--- src/rtl/elevator_pkg.sv ---
// Shared elevator constants, enums and helpers used by the call request
// register and its per-button debounce cells.
package elevator_pkg;

    localparam int DEFAULT_LEVELS   = 32'sd8;
    localparam int DEFAULT_DEBOUNCE = 32'sd4;

    typedef enum logic [1:0] {
        BTN_IN   = 2'd0,
        BTN_UP   = 2'd1,
        BTN_DOWN = 2'd2
    } btn_group;

    // Ceiling log2, returns 0 for values of 1 or less.
    function automatic int clog2(input int value);
        int result;
        result = 32'sd0;
        while ((32'sd1 << result) < value) begin
            result = result + 32'sd1;
        end
        return result;
    endfunction

endpackage

--- src/rtl/btn_debounce.sv ---
// One button input: 2-FF synchroniser, saturating hold counter and a single
// press pulse on the cycle the counter reaches DEBOUNCE.
module btn_debounce
    import elevator_pkg::*;
#(
    parameter int DEBOUNCE = DEFAULT_DEBOUNCE
) (
    input  logic clk,
    input  logic a_reset,
    input  logic raw,
    output logic pulse
);

    localparam int CW = (clog2(DEBOUNCE + 1) < 1) ? 1 : clog2(DEBOUNCE + 1);

    logic          meta_r;
    logic          sync_r;
    logic [CW-1:0] cnt_r;
    logic [CW-1:0] cnt_s;

    // Synchroniser and hold counter state.
    always_ff @(posedge clk or posedge a_reset) begin
        if (a_reset) begin
            meta_r <= 1'b0;
            sync_r <= 1'b0;
            cnt_r  <= '0;
        end else begin
            meta_r <= raw;
            sync_r <= meta_r;
            cnt_r  <= cnt_s;
        end
    end

    // Counter saturates at DEBOUNCE so a long hold produces exactly one pulse.
    always_comb begin
        cnt_s = cnt_r;
        if (!sync_r) begin
            cnt_s = '0;
        end else if (cnt_r != CW'(DEBOUNCE)) begin
            cnt_s = cnt_r + CW'(1);
        end else begin
            cnt_s = cnt_r;
        end
    end

    assign pulse = sync_r && (cnt_r == CW'(DEBOUNCE - 1));

endmodule

--- src/rtl/call_request_register.sv ---
// Elevator call latch: debounces all buttons, latches calls until cleared and
// registers direction summaries. Optional toggle cancel: CALL_CANCEL_EN.
module call_request_register
    import elevator_pkg::*;
#(
    parameter int LEVELS   = DEFAULT_LEVELS,
    parameter int DEBOUNCE = DEFAULT_DEBOUNCE,
    parameter int LEVEL_W  = clog2(LEVELS),
    parameter int CNT_W    = clog2(3 * LEVELS - 1)
) (
    input  logic               clk,
    input  logic               a_reset,
    input  logic               buttons_block,
    input  logic [LEVELS-1:0]  btn_in,
    input  logic [LEVELS-2:0]  btn_up_out,
    input  logic [LEVELS-1:1]  btn_down_out,
    input  logic [LEVELS-1:0]  inactivate_in_levels,
    input  logic [LEVELS-2:0]  inactivate_out_up_levels,
    input  logic [LEVELS-1:1]  inactivate_out_down_levels,
    input  logic [LEVEL_W-1:0] current_level,
    output logic [LEVELS-1:0]  active_in_levels,
    output logic [LEVELS-2:0]  active_out_up_levels,
    output logic [LEVELS-1:1]  active_out_down_levels,
    output logic               req_above,
    output logic               req_below,
    output logic               req_here,
    output logic [CNT_W-1:0]   pending_count
);

    localparam int NBITS = 3 * LEVELS - 2;

    logic [LEVELS-1:0] in_pulse_s;
    logic [LEVELS-2:0] up_pulse_s;
    logic [LEVELS-1:1] down_pulse_s;
    logic [LEVELS-1:0] in_next_s;
    logic [LEVELS-2:0] up_next_s;
    logic [LEVELS-1:1] down_next_s;
    logic [LEVELS-1:0] calls_s;
    logic [NBITS-1:0]  all_s;
    logic              above_s;
    logic              below_s;
    logic              here_s;
    logic [CNT_W-1:0]  count_s;

    for (genvar gi = 0; gi < LEVELS; gi++) begin : g_in
        btn_debounce #(.DEBOUNCE(DEBOUNCE)) u_db (
            .clk(clk), .a_reset(a_reset), .raw(btn_in[gi]), .pulse(in_pulse_s[gi])
        );
    end

    for (genvar gu = 0; gu < LEVELS - 1; gu++) begin : g_up
        btn_debounce #(.DEBOUNCE(DEBOUNCE)) u_db (
            .clk(clk), .a_reset(a_reset), .raw(btn_up_out[gu]), .pulse(up_pulse_s[gu])
        );
    end

    for (genvar gd = 1; gd < LEVELS; gd++) begin : g_down
        btn_debounce #(.DEBOUNCE(DEBOUNCE)) u_db (
            .clk(clk), .a_reset(a_reset), .raw(btn_down_out[gd]), .pulse(down_pulse_s[gd])
        );
    end

    // Latch next state: a clear always beats a press in the same cycle.
    always_comb begin
        in_next_s   = active_in_levels;
        up_next_s   = active_out_up_levels;
        down_next_s = active_out_down_levels;
        if (buttons_block) begin
            in_next_s   = active_in_levels & ~inactivate_in_levels;
            up_next_s   = active_out_up_levels & ~inactivate_out_up_levels;
            down_next_s = active_out_down_levels & ~inactivate_out_down_levels;
        end else begin
`ifdef CALL_CANCEL_EN
            in_next_s = (active_in_levels ^ in_pulse_s) & ~inactivate_in_levels;
`else
            in_next_s = (active_in_levels | in_pulse_s) & ~inactivate_in_levels;
`endif
            up_next_s   = (active_out_up_levels | up_pulse_s) & ~inactivate_out_up_levels;
            down_next_s = (active_out_down_levels | down_pulse_s) & ~inactivate_out_down_levels;
        end
    end

    // Summaries; a level beyond the top floor leaves every call "below".
    always_comb begin
        calls_s               = active_in_levels;
        calls_s[LEVELS-2:0]   = calls_s[LEVELS-2:0] | active_out_up_levels;
        calls_s[LEVELS-1:1]   = calls_s[LEVELS-1:1] | active_out_down_levels;
        all_s                 = {active_out_down_levels, active_out_up_levels, active_in_levels};
        above_s               = 1'b0;
        below_s               = 1'b0;
        here_s                = 1'b0;
        count_s               = '0;
        for (int i = 0; i < LEVELS; i++) begin
            if (!calls_s[i]) begin
                above_s = above_s;
            end else if (i > int'(current_level)) begin
                above_s = 1'b1;
            end else if (i < int'(current_level)) begin
                below_s = 1'b1;
            end else begin
                here_s = 1'b1;
            end
        end
        for (int j = 0; j < NBITS; j++) begin
            count_s = count_s + CNT_W'(all_s[j]);
        end
    end

    // Call latches and registered summaries.
    always_ff @(posedge clk or posedge a_reset) begin
        if (a_reset) begin
            active_in_levels       <= '0;
            active_out_up_levels   <= '0;
            active_out_down_levels <= '0;
            req_above              <= 1'b0;
            req_below              <= 1'b0;
            req_here               <= 1'b0;
            pending_count          <= '0;
        end else begin
            active_in_levels       <= in_next_s;
            active_out_up_levels   <= up_next_s;
            active_out_down_levels <= down_next_s;
            req_above              <= above_s;
            req_below              <= below_s;
            req_here               <= here_s;
            pending_count          <= count_s;
        end
    end

endmodule

--- config.mk ---
export PLATFORM = sky130hd
export DESIGN_NAME = call_request_register
export DESIGN_NICKNAME = d
export VERILOG_FILES = /design/src/rtl/elevator_pkg.sv /design/src/rtl/btn_debounce.sv /design/src/rtl/call_request_register.sv
export SDC_FILE = /design/constraint.sdc
export NUM_CORES = 1
export LEC_CHECK = 0
export BUFFER_PORTS_ARGS = -buffer_cell sky130_fd_sc_hd__buf_2
export CAP_MARGIN = 20
export CORE_AREA = 8 8 136 150
export DETAILED_ROUTE_END_ITERATION = 10
export DIE_AREA = 0 0 144 158
export GPL_TIMING_DRIVEN = 1
export HOLD_SLACK_MARGIN = 0.15
export PLACE_DENSITY_LB_ADDON = 0.08
export SLEW_MARGIN = 20
export SYNTH_ARGS = -nofsm -noshare
export SYNTH_HDL_FRONTEND = slang
export SYNTH_SLANG_ARGS = --single-unit
--- constraint.sdc ---
create_clock -name clk -period 10 [get_ports clk]
set_input_delay 3 -clock clk [delete_from_list [all_inputs] [get_ports clk]]
set_output_delay 3 -clock clk [all_outputs]
set_load 0.05 [all_outputs]
==> metrics.cfg <==
[run_status]
status = finished, final reports clean

[grt]
grt_max_degree = 72
grtUsageTotal_pct = 12.6
gr-total-overflow = 0
antenna_found_initial = 0
grt_pass1_wl_mm = 21.8
grt_pass1_vias = 4554

[sta]
setup_viol = 0
fmax_mhz = 236
final.setup.tns_ns = 0
maxSlewViolCount = 0
setup_slack_ns = 5.77
finalClockSkew_ns = 0.00706
min_period_ns = 4.23
tightest_slew_ns = 0.959
hold_violations = 0
slew_headroom_pct = 36.0
fin_crit_sh_pct = 42.3
rsz0062_at_grt = no

[place]
dpl-instance-area_sq_mm = 0.00718
numPortBuffers = 79
gp_congestion = 0.760
dp_hpwl_mm = 9.46
place_ws_ns = 5.39

[die]
die_x_um = 144
die_y_um = 158
core-area_sq_mm = 0.0180
rows = 52
die_area_sq_mm = 0.0228
num_io_pins = 80
initial_core_util_pct = 36.0

[clocking]
insertion_delay_ns = 0.42
cts.reportedPaths.clkPinSlew_ns = 0.06
clock-sinks = 140
post_cts_buffers = 0
cts-htree-levels = 4
cts_hold_buf = 0
numCtsBuffers = 17
ctsResizeCount = 0
cts_tree = built
clockRootBuffer = clkbuf_16
clockBufferDepth = 2

[setup_path]
worst-path-buf-inv = 1
crit_fanout = 5
slowest_delay_ns = 0.49
critPathSlowestCell = dfrtp_1
endpoint_kind = output port
cp_cell_sequence = buf_2
worstSetupPathType = flip-flop to output port
cp.arrival_ns = 1.23
cp.required_ns = 7.00
worst_setup_path_start_kind = flip-flop
critPathTopFamily = flip-flops

[flow_run]
maxCapViolations = 0

[power_and_ir_drop]
p_seq_share_pct = 41.0
ir_drop_mv = 0.124
swShare_pct = 32.3
internal_power_uw = 1350
comb_power_share_pct = 26.7
p_leak_uw = 0.00389
p_switching_uw = 642
clkPwrFrac_pct = 32.3
pwr_density_cell_mw_per_mm2 = 255

[cells_and_area]
syn2layout_area_growth_pct = 20.0
drive_gt1_share_pct = 17.4
antenna_cells_inserted = 0
final_util_pct = 43.2
design_area_sq_mm = 0.00779
nFillCells = 1689
nets = 792

[synthesis]
ys_ff_latch = 140
synth_area_sq_mm = 0.00649
synth.most_common_cell = dfrtp_1
synth_cell_type_count = 30
yosysTopAreaCell = dfrtp_1
synth_top_area_share_pct = 54.0
synthFlopType = dfrtp_1
synth_cells = 559
yosysSeqAreaShare_pct = 54.0
synth_nets = 697
ys_warn_count = 0
syn_area_per_cell_sq_um = 11.6
synthArstFlopShare_pct = 100
synth-edff-count = 0
synthTopCellsByArea = dfrtp_1 (54%), ha_1 (14%), a21boi_0 (5.1%), inv_1 (5.1%), fa_1 (4.6%)
synthTopCellsByCount = dfrtp_1 (140), inv_1 (88), ha_1 (73), nand2_1 (47), a21boi_0 (44)

[detailed_routing]
dr.pass1.iters = 4
vias = 4095
finalWirelength_mm = 12.7
ant_nets = 0
post_drt_wl_per_cell_um = 13.9
routed_via_density = 4.50
drt-initial-drc-count = 219
drc = 0

[min_path]
hold_path_class = flip-flop to flip-flop

[final timing paths]
path                                    startpoint                      end  cells after the start  slack [ns]
min reg2reg                  g_down[6].u_db.meta_r    g_down[6].u_db.sync_r                      0        0.34
max                        active_out_up_levels[0]  active_out_up_levels[0]                      1        5.77
max reg2reg                active_out_up_levels[3]         pending_count[4]                     15        5.98
max in group asynchronous                  a_reset  active_out_up_levels[3]                      3        5.94
min                          g_down[6].u_db.meta_r    g_down[6].u_db.sync_r                      0        0.34
min in group asynchronous                  a_reset    g_down[7].u_db.meta_r                      2        2.66
[layout make-up]
class	count	area [sq um]	share of cell area (%)
sequential	140	3500	45.0
timing repair buffer	80	403	5.17
clock buffer	20	467	5.99
tap	243	304	3.90
clock inverter	11	141	1.82
inverter	88	335	4.31
multi-input combinational	327	2630	33.8
[placed cells by master, fill, tap and decap left out]
master      instances
a211oi_1            3
a21boi_0           44
a21o_1              1
a21oi_1             4
a221oi_1            1
a311oi_1            1
a31oi_1            22
and2_1             22
buf_2              79
buf_4               1
bufinv_16           3
clkbuf_16          17
clkbuf_8            3
clkinv_2            4
clkinvlp_4          3
dfrtp_1           140
fa_1               15
ha_1               73
inv_1              87
inv_6               2
mux4_2              1
nand2_1            47
nand2b_1            1
nand3_1            24
nor2_1             25
nor2_2              1
nor2b_1             1
nor3_1              6
nor3_2              2
o211ai_1            2
o21ai_0             3
o21ai_1             2
o31ai_1             1
or3_1               1
xnor2_1            24
[power by group through the flow]
stage               Clock (uW)  Combinational, uW  Sequential, uW
floorplan                    0                385             839
global placement             0                508             818
detailed placement           0                542             825
CTS                        668                546             816
global route               691                638             836
finish                     643                531             814
[state kept, by name, indices dropped and copies added, names as in the netlist, 5 cells and up]
register,flops
g_down.u_db.sync_r,7
g_in.u_db.sync_r,8
g_down.u_db.cnt_r,21
g_in.u_db.meta_r,8
g_up.u_db.cnt_r,21
g_in.u_db.cnt_r,24
active_out_up_levels,7
active_out_down_levels,7
g_up.u_db.meta_r,7
active_in_levels,8
pending_count,5
g_up.u_db.sync_r,7
g_down.u_db.meta_r,7
[per-stage QoR]
| step | cells | hold WS (ns) | total power (uW) |
|---|---|---|---|
| detailed placement | 878 | 0.335 | 1370 |
| floorplan | 559 | 0.331 | 1220 |
| global placement | 878 | 0.332 | 1330 |
| finish | 909 | 0.344 | 1990 |
| CTS | 909 | 0.343 | 2030 |
| global route | 909 | 0.353 | 2160 |
[logic make-up after synthesis]
logic type / share of synthesized area (%)
flip-flops: 54.0
XOR/XNOR: 3.24
AND/OR/NAND/NOR: 9.29
multiplexers: 0.347
AO/OA/AOI/OAI: 8.98
buffers and inverters: 5.46
adder cells (fa/ha/maj): 18.7
[metal layers]
layer	routed length, um	global-route usage (%)
met1	5420	14.1
met2	6250	21.1
met3	706	4.25
met4	299	6.17
met5	0	0
No activity file was read; power rests on OpenSTA's default activity.
